File: src/rtl/pac_pkg.sv
// Shared Pac-Man movement types: directions, keyboard codes and FSM state encoding.
// Imported by key_decode, key_dir_buffer and the downstream movement stage.
package pac_pkg;

  typedef enum logic [1:0] {
    DIR_LEFT  = 2'd0,
    DIR_RIGHT = 2'd1,
    DIR_DOWN  = 2'd2,
    DIR_UP    = 2'd3
  } dir_t;

  localparam logic [7:0] KEY_NONE = 8'h00;
  localparam logic [7:0] KEY_A    = 8'h04;
  localparam logic [7:0] KEY_D    = 8'h07;
  localparam logic [7:0] KEY_S    = 8'h16;
  localparam logic [7:0] KEY_W    = 8'h1A;

  typedef logic [0:0] state_t;

  localparam state_t ST_IDLE = 1'b0;
  localparam state_t ST_MOVE = 1'b1;

endpackage

File: src/rtl/key_decode.sv
// Keyboard code <-> direction translation, shared with the movement stage.
// Unrecognised codes decode as no key.
module key_decode
  import pac_pkg::*;
(
  input  logic [7:0] keycode,
  output logic       key_valid,
  output dir_t       key_dir,
  input  dir_t       dir_in,
  output logic [7:0] dir_keycode
);

  // NOTE: every output of a combinational block gets a default first, so no path leaves it unassigned and no latch is inferred.
  always_comb begin
    key_valid = 1'b1;
    key_dir   = DIR_LEFT;
    case (keycode)
      KEY_A:   key_dir = DIR_LEFT;
      KEY_D:   key_dir = DIR_RIGHT;
      KEY_S:   key_dir = DIR_DOWN;
      KEY_W:   key_dir = DIR_UP;
      default: key_valid = 1'b0;
    endcase
  end

  always_comb begin
    dir_keycode = KEY_A;
    case (dir_in)
      DIR_LEFT:  dir_keycode = KEY_A;
      DIR_RIGHT: dir_keycode = KEY_D;
      DIR_DOWN:  dir_keycode = KEY_S;
      DIR_UP:    dir_keycode = KEY_W;
      default:   dir_keycode = KEY_A;
    endcase
  end

endmodule

File: src/rtl/key_dir_buffer.sv
// Direction buffer: holds the current direction and one pending turn until the path opens.
// Define KEYBUF_TIMEOUT_EN to discard a pending turn after BUF_TIMEOUT frames.
module key_dir_buffer
  import pac_pkg::*;
#(
  parameter int BUF_TIMEOUT = 16
) (
  input  logic       frame_clk,
  input  logic       Reset,
  input  logic [7:0] keycode,
  input  logic       leftwall,
  input  logic       rightwall,
  input  logic       downwall,
  input  logic       upwall,
  input  logic       playon,
  output logic [7:0] keycode_out,
  output logic [1:0] cur_dir,
  output logic       moving,
  output logic       pend_valid,
  output logic [1:0] pend_dir
);

  if (BUF_TIMEOUT < 1 || BUF_TIMEOUT > 31) begin : g_bad_timeout
    $error("key_dir_buffer: BUF_TIMEOUT must be in 1..31");
  end

  state_t     state_q, state_d;
  dir_t       cur_dir_q, cur_dir_d;
  logic       pend_valid_q, pend_valid_d;
  dir_t       pend_dir_q, pend_dir_d;
  logic [7:0] prev_key_q, prev_key_d;

`ifdef KEYBUF_TIMEOUT_EN
  localparam int             AGE_W    = $clog2(BUF_TIMEOUT + 1);
  localparam logic [AGE_W-1:0] AGE_INIT = AGE_W'(BUF_TIMEOUT);
  localparam logic [AGE_W-1:0] AGE_ONE  = AGE_W'(1);

  logic [AGE_W-1:0] age_q, age_d;
`endif

  logic       key_valid;
  dir_t       key_dir;
  logic [7:0] cur_keycode;
  logic       new_key;
  logic [3:0] open_dirs;

  key_decode u_key_decode (
    .keycode     (keycode),
    .key_valid   (key_valid),
    .key_dir     (key_dir),
    .dir_in      (cur_dir_q),
    .dir_keycode (cur_keycode)
  );

  // Indexed by dir_t so a direction selects its own wall flag.
  assign open_dirs = {upwall, downwall, rightwall, leftwall};
  assign new_key   = key_valid && (keycode != prev_key_q);

  always_comb begin
    state_d      = state_q;
    cur_dir_d    = cur_dir_q;
    pend_valid_d = pend_valid_q;
    pend_dir_d   = pend_dir_q;
    prev_key_d   = keycode;
`ifdef KEYBUF_TIMEOUT_EN
    age_d        = age_q;
`endif

    if (!playon) begin
      state_d      = ST_IDLE;
      cur_dir_d    = DIR_LEFT;
      pend_valid_d = 1'b0;
      pend_dir_d   = DIR_LEFT;
      prev_key_d   = KEY_NONE;
`ifdef KEYBUF_TIMEOUT_EN
      age_d        = '0;
`endif
    end else if (new_key) begin
      // Re-pressing the direction already being travelled leaves everything as is.
      if (!(state_q == ST_MOVE && key_dir == cur_dir_q)) begin
        if (open_dirs[key_dir]) begin
          state_d      = ST_MOVE;
          cur_dir_d    = key_dir;
          pend_valid_d = 1'b0;
          pend_dir_d   = DIR_LEFT;
`ifdef KEYBUF_TIMEOUT_EN
          age_d        = '0;
`endif
        end else begin
          pend_valid_d = 1'b1;
          pend_dir_d   = key_dir;
`ifdef KEYBUF_TIMEOUT_EN
          age_d        = AGE_INIT;
`endif
        end
      end
    end else if (pend_valid_q) begin
      if (open_dirs[pend_dir_q]) begin
        state_d      = ST_MOVE;
        cur_dir_d    = pend_dir_q;
        pend_valid_d = 1'b0;
      end else begin
`ifdef KEYBUF_TIMEOUT_EN
        // Expire on the step that would reach zero; the <= also guards against underflow.
        if (age_q <= AGE_ONE) begin
          pend_valid_d = 1'b0;
          age_d        = '0;
        end else begin
          age_d = age_q - AGE_ONE;
        end
`endif
      end
    end
  end

  // NOTE: sequential state uses non-blocking assignments so every flop samples pre-edge values.
  always_ff @(posedge frame_clk) begin
    if (!Reset) begin
      state_q      <= ST_IDLE;
      cur_dir_q    <= DIR_LEFT;
      pend_valid_q <= 1'b0;
      pend_dir_q   <= DIR_LEFT;
      prev_key_q   <= KEY_NONE;
`ifdef KEYBUF_TIMEOUT_EN
      age_q        <= '0;
`endif
    end else begin
      state_q      <= state_d;
      cur_dir_q    <= cur_dir_d;
      pend_valid_q <= pend_valid_d;
      pend_dir_q   <= pend_dir_d;
      prev_key_q   <= prev_key_d;
`ifdef KEYBUF_TIMEOUT_EN
      age_q        <= age_d;
`endif
    end
  end

  assign moving      = (state_q == ST_MOVE);
  assign keycode_out = moving ? cur_keycode : KEY_NONE;
  assign cur_dir     = cur_dir_q;
  assign pend_valid  = pend_valid_q;
  assign pend_dir    = pend_dir_q;

endmodule

File: config.mk
export PLATFORM = sky130hd
export DESIGN_NAME = key_dir_buffer
export DESIGN_NICKNAME = d
export VERILOG_FILES = /design/src/rtl/pac_pkg.sv /design/src/rtl/key_decode.sv /design/src/rtl/key_dir_buffer.sv
export SDC_FILE = /design/constraint.sdc
export NUM_CORES = 1
export LEC_CHECK = 0
export BUFFER_PORTS_ARGS = -buffer_cell sky130_fd_sc_hd__buf_2
export CAP_MARGIN = 15
export CORE_MARGIN = 8
export CORE_UTILIZATION = 52
export CTS_BUF_LIST = sky130_fd_sc_hd__clkbuf_4 sky130_fd_sc_hd__clkbuf_8
export DETAILED_ROUTE_END_ITERATION = 7
export PLACE_DENSITY = 0.81
export SLEW_MARGIN = 15
export SYNTH_ARGS = -nofsm -noshare
export SYNTH_HDL_FRONTEND = slang
export SYNTH_SLANG_ARGS = --single-unit
File: constraint.sdc
create_clock -name frame_clk -period 2 [get_ports frame_clk]
set_input_delay 0.3 -clock frame_clk [delete_from_list [all_inputs] [get_ports frame_clk]]
set_output_delay 0.3 -clock frame_clk [all_outputs]
set_load 0.01 [all_outputs]
---- Word level (Yosys, flattened, before mapping) ----
Cells that the tools add are included.
storage, ports and cells
  memories kept ........................... 0
  bits of input ports ..................... 15
  bits in latches ......................... 0
  register bits ........................... 14
  memory bits (writable) .................. 0
  word-level logic and storage cells ...... 52
  memory bits (read-only) ................. 0
cells by class
  $lt $le $gt $ge ......................... 2
  bitwise operators ....................... 1
  multiplexer cells ....................... 24
  equality and inequality tests ........... 11
  $add $sub $neg .......................... 0
  shift operators ......................... 0
  multipliers ............................. 0
  divide/modulo/power cells ............... 0
  reduce and logical (&&, ||, !) cells .... 9
operators with widths
  cell                  count
  $pmux W8 S4           1
  $eq A8 B3 Y1 const B  2
  $eq A8 B5 Y1 const B  2
  $mux W1               13
  $mux W2               6
  $mux W8               1
  $ne A8 B8 Y1          1
  $lt A2 B3 Y1 const B  2
  $pmux W2 S3           1
  $bmux W1 S2           2
  $eq A2 B2 Y1 const B  2
  $reduce_and A2 Y1     2
  $reduce_and A4 Y1     1
  $reduce_bool A2 Y1    2
  $reduce_or A4 Y1      1
  $eq A2 B1 Y1 const B  1
  $eq A2 B2 Y1          1
  $logic_and A1 B1 Y1   2
  $logic_not A2 Y1      1
  $ne A2 B1 Y1 const B  1
  $ne A2 B2 Y1 const B  1
  $not A1 Y1            1

---- Logic depth before layout (Yosys ltp) ----
  depth in word-level cells ............... 7
  gate-level depth with buffers ........... 7
  mapped depth without buffers ............ 6

---- By module ----
From an unflattened synthesis, not the netlist that was laid out.
second synthesis, totals
  cell total of the unflattened synthesis .. 95
  area total of the unflattened synthesis .. 894.6 um^2
modules (own cells, without submodules)
  module          cells an instance  instances  area each (um^2)  seq. area each (um^2)
  key_dir_buffer  75                 1          738.2             280.3
  key_decode      20                 1          156.4             0.0

---- Worst setup path after synthesis ----
OpenSTA, ideal clock, no wires.
  path kind ............................... input-to-reg
  from .................................... in keycode[1]
  to ...................................... reg pend_dir_q[1], in the netlist pend_dir[1]
  data arrival time ....................... 1747 ps
  path buffers ............................ 1
  data required time ...................... 1930 ps
  cell stages on the path ................. 7
  path slack .............................. 183 ps
  cells stage by stage .................... buf_2 > nor4b_1 > a31oi_1 > o21ai_2 > nand4_2 > or4_1 > a21oi_1
on the way
  word-level cells in the longest chain between the ends .. 6
ends and longest elaborated chain
  what                                                                  line                   text
  start: declaration                                                    key_dir_buffer.sv:10   input logic [7:0] keycode,
  parallel branches: the longest is 6 deep, another holds $eq A8 B5 Y1  --
  end signal: assignment                                                key_dir_buffer.sv:131  pend_dir_q <= pend_dir_d;
  end: declaration                                                      key_dir_buffer.sv:30   dir_t pend_dir_q, pend_dir_d;
Parallel ways; which one is timed is not known. The select of a mux whose other input is x is not followed.
A chain may end at the register's enable or synchronous reset.

---- Final worst setup path ----
  from .................................... reg cur_dir_q[1], in the netlist cur_dir[1]
  to ...................................... reg pend_dir_q[1], in the netlist pend_dir[1]
on the way
  word-level cells in the longest chain between the ends .. 4
ends and longest elaborated chain
  what                         line                   text
  start: declaration           key_dir_buffer.sv:28   dir_t cur_dir_q, cur_dir_d;
  start signal: assignment     key_dir_buffer.sv:129  cur_dir_q <= cur_dir_d;
  $eq A2 B2 Y1                 key_dir_buffer.sv:80   if (!(state_q == ST_MOVE && key_dir == cur_dir_q)) begin
  $logic_and A1 B1 Y1          key_dir_buffer.sv:80
  $not A1 Y1 (no line)         --
  $reduce_and A2 Y1 (no line)  --
Every way passes these cells.

==> key figures <==
Clock network
  – Post-CTS setup buffers: 0
  – CTS sink cnt: 14
  – TritonCTS Buffers: 3
  – Worst-path clk slew: 0.09 ns
  – Cts hold-fix bufs: 0
  – Post-cts resize count: 0
  – CTS HTree Levels: 1
  – Clk_lat worst skew: 0.29 ns
  – CTS tree: done
  – Clock tree root buffer cell: clkbuf_4
  – Maximum clock insertion buffer count: 2

Global route
  – GR Util met1: 0.172
  – GRT busiest layer: met2
  – Global route overflow: 0
  – Met3 Usage GRT: 0.0419
  – Number of global-route vias before repair: a little over 900
  – Total track usage: 0.160
  – First-pass GRT wire length: 4.19 mm
  – Largest net degree at the start of global routing: 11
  – Initial antenna violation count: 0
  – Met2 Use GR: 0.281

Drt
  – Via count of the routed design: 876
  – WL final: 2.44 mm
  – Routed Antenna Nets: 0
  – Vias per cell: 5.88
  – # DRC: 0
  – DR WL/cell: 16.4 um
  – Pre-antenna DRT Iters: 4
  – DR iter-0 viols: 39

Power
  – Sw power: 0.156 mW
  – Leak: 0.527 nW
  – Sequential fraction of design power: 0.486
  – PwrDens: 542 mW/mm^2
  – Clk pwr share: 0.357
  – Logic gate share of total power: 0.157
  – VDD IR-drop max: 0.303 mV
  – Sw frac: 0.264
  – Internal power: ~0.44 mW

Final layout
  – Non-Filler Instances: 149
  – Post-route cell area: around 0.0011 mm^2
  – Layout cells sized above 1: 0.326
  – Layout filler cell count: between 100 and 150
  – Synth-to-layout area growth: 21.4%
  – Antenna cells: 0
  – Final net count: ~150
  – Final core utilization: 0.655

Timing
  – Final Slew Violations: 0
  – Max frequency: 560 MHz
  – Setup violators final: 0
  – Skew final: 0.00136 ns
  – PnR worst setup slack: 0.215 ns
  – Final hold vios: 0
  – RSZ-0062 raised after global routing: no
  – Setup TNS: 0 ns
  – Period utilization: 0.892
  – Minimum clock period: about 1.8 ns

Logic synthesis
  – EDFF count, synth: 0
  – Post-synthesis cell type count: 39
  – Ys Warns: 0
  – Most frequent cells after synthesis: dfxtp_1 (14), and3_1 (10), nand2_1 (9), xor2_1 (8), a21oi_1 (6)
  – Synthesized area: 902 um^2
  – Async S/R FF share, synth: 0
  – Predominant post-synthesis flop cell: dfxtp_1
  – Post-synthesis sequential area ratio: 0.311
  – Syn avg cell area: 8.93 um^2
  – Synth Instances: 101
  – Share of the synthesized area in the top cell type: 0.311
  – Cell with the most instances after synthesis: dfxtp_1
  – Top cells by area, synth: dfxtp_1 (31%), xor2_1 (7.8%), and3_1 (6.9%), nand2_1 (3.7%), a21oi_1 (3.3%)
  – Post-synth top area cell: dfxtp_1
  – FF+latch count, synth: 14

Worst setup path
  – R2R Path End: pend_dir[1]
  – Setup crit end kind: flip-flop
  – Flop2flop setup slack: 0.22 ns
  – Critical path peak fanout: 8
  – CP Launch Type: flip-flop
  – Crit path to: pend_dir[1]
  – Worst R2R Start: cur_dir[1]
  – CP required: ~2.2 ns
  – Crit path DAT: ~2 ns
  – Origin of the worst setup path: cur_dir[1]
  – Cells on worst reg2reg path: 6
  – Crit path kind: reg -> reg

Placement
  – # placed instances: about 150
  – DP Worst Slack: 0.0395 ns
  – Gpl congestion: 0.845
  – Dpl hpwl: 1.91 mm
  – Cell Area, Placed: approximately 0.0011 mm^2
  – Port bufs: 25

Run status
  – Status: complete, no violations

Floorplanning
  – # IOs: 29
  – Die X: 57.7 um
  – Total core area: 0.00167 mm^2
  – Die area: between 0.003 and 0.004 mm^2
  – Std cell rows: 15
  – Initial core utilization: 0.540
  – Die Ht: 57.7 um

Run
  – Max Cap Viol: 0

Hold path
  – Min-Delay Path Class: in -> reg
registers in the layout (all words and copies together), names as in the netlist:
register,flops
cur_dir,2
moving,1
pend_dir,2
pend_valid,1
prev_key_q,8
through the flow:
stage / power, mW / hold WS [ns]
floorplan: 0.349 / 0.446
global placement: 0.382 / 0.472
detailed placement: 0.386 / 0.480
CTS: 0.594 / 0.253
global route: 0.629 / 0.259
finish: 0.593 / 0.250
metal layers:
| layer | vias up | part of all wire |
|---|---|---|
| li1 | 433 | - |
| met1 | 403 | 0.40 |
| met2 | 33 | 0.52 |
| met3 | 7 | 0.065 |
| met4 | 0 | 0.020 |
| met5 | - | 0 |
worst max-delay path, stage by stage, from the launching register on:
cell       delay (ns)
dfxtp_1          0.38
and2_1           0.20
a22o_1           0.21
o2111ai_2        0.17
nand4_2          0.13
or4_1            0.50
a21oi_1          0.13
how the worst min path moves through the flow:
stage	start	to	slack (ns)	cells after the start
6_report	keycode[6]	prev_key_q[6]	0.25	2
5_1_grt	keycode[6]	prev_key_q[6]	0.26	2
3_3_place_gp	pend_valid	pend_valid	0.47	2
4_1_cts	keycode[6]	prev_key_q[6]	0.25	2
3_5_place_dp	pend_valid	pend_valid	0.48	2
2_1_floorplan	keycode[0]	prev_key_q[0]	0.45	1
cell usage in the layout (no fill, tap or decap), types with 2 or more instances in the layout:
| cell type | n |
|---|---|
| a21boi_0 | 2 |
| and2_1 | 4 |
| o21ai_0 | 2 |
| nor2b_1 | 4 |
| mux2i_1 | 3 |
| buf_2 | 25 |
| nor4bb_1 | 2 |
| nor4_1 | 3 |
| dfxtp_1 | 14 |
| nor3_1 | 2 |
| conb_1 | 3 |
| a21oi_1 | 6 |
| buf_4 | 4 |
| xor2_1 | 8 |
| nor2_1 | 3 |
| o21ba_2 | 2 |
| nand2_1 | 9 |
| nand2b_1 | 2 |
| and3_1 | 10 |
| clkbuf_4 | 3 |
logic make-up (layout without fill, tap and decap cells):
family,Yosys count,count (layout),synth area share
muxes,5,5,0.0707
buffers and inverters,5,34,0.0347
and+or+nand+nor,47,47,0.323
AOI/OAI and AO/OA,21,21,0.179
other,1,3,0.00416
xor gates and xnor gates,8,8,0.0777
DFF,14,14,0.311
power groups by stage:
stage          combinational [mW]  clock, mW  sequential (mW)
6_report                   0.0932      0.212            0.288
4_1_cts                    0.0923      0.214            0.288
3_3_place_gp               0.0872          0            0.294
5_1_grt                     0.102      0.238            0.289
3_5_place_dp               0.0914          0            0.295
2_1_floorplan              0.0549          0            0.294
area by class of cell:
cell class,instances,area [um^2],share of cell area
sequential,14,280,0.256
multi-input combinational,84,598,0.546
tap,17,21.3,0.0194
clock buffer,4,36.3,0.0331
timing repair buffer,29,155,0.142
inverter,1,3.75,0.00343
Power figures use the tool's default switching activity.
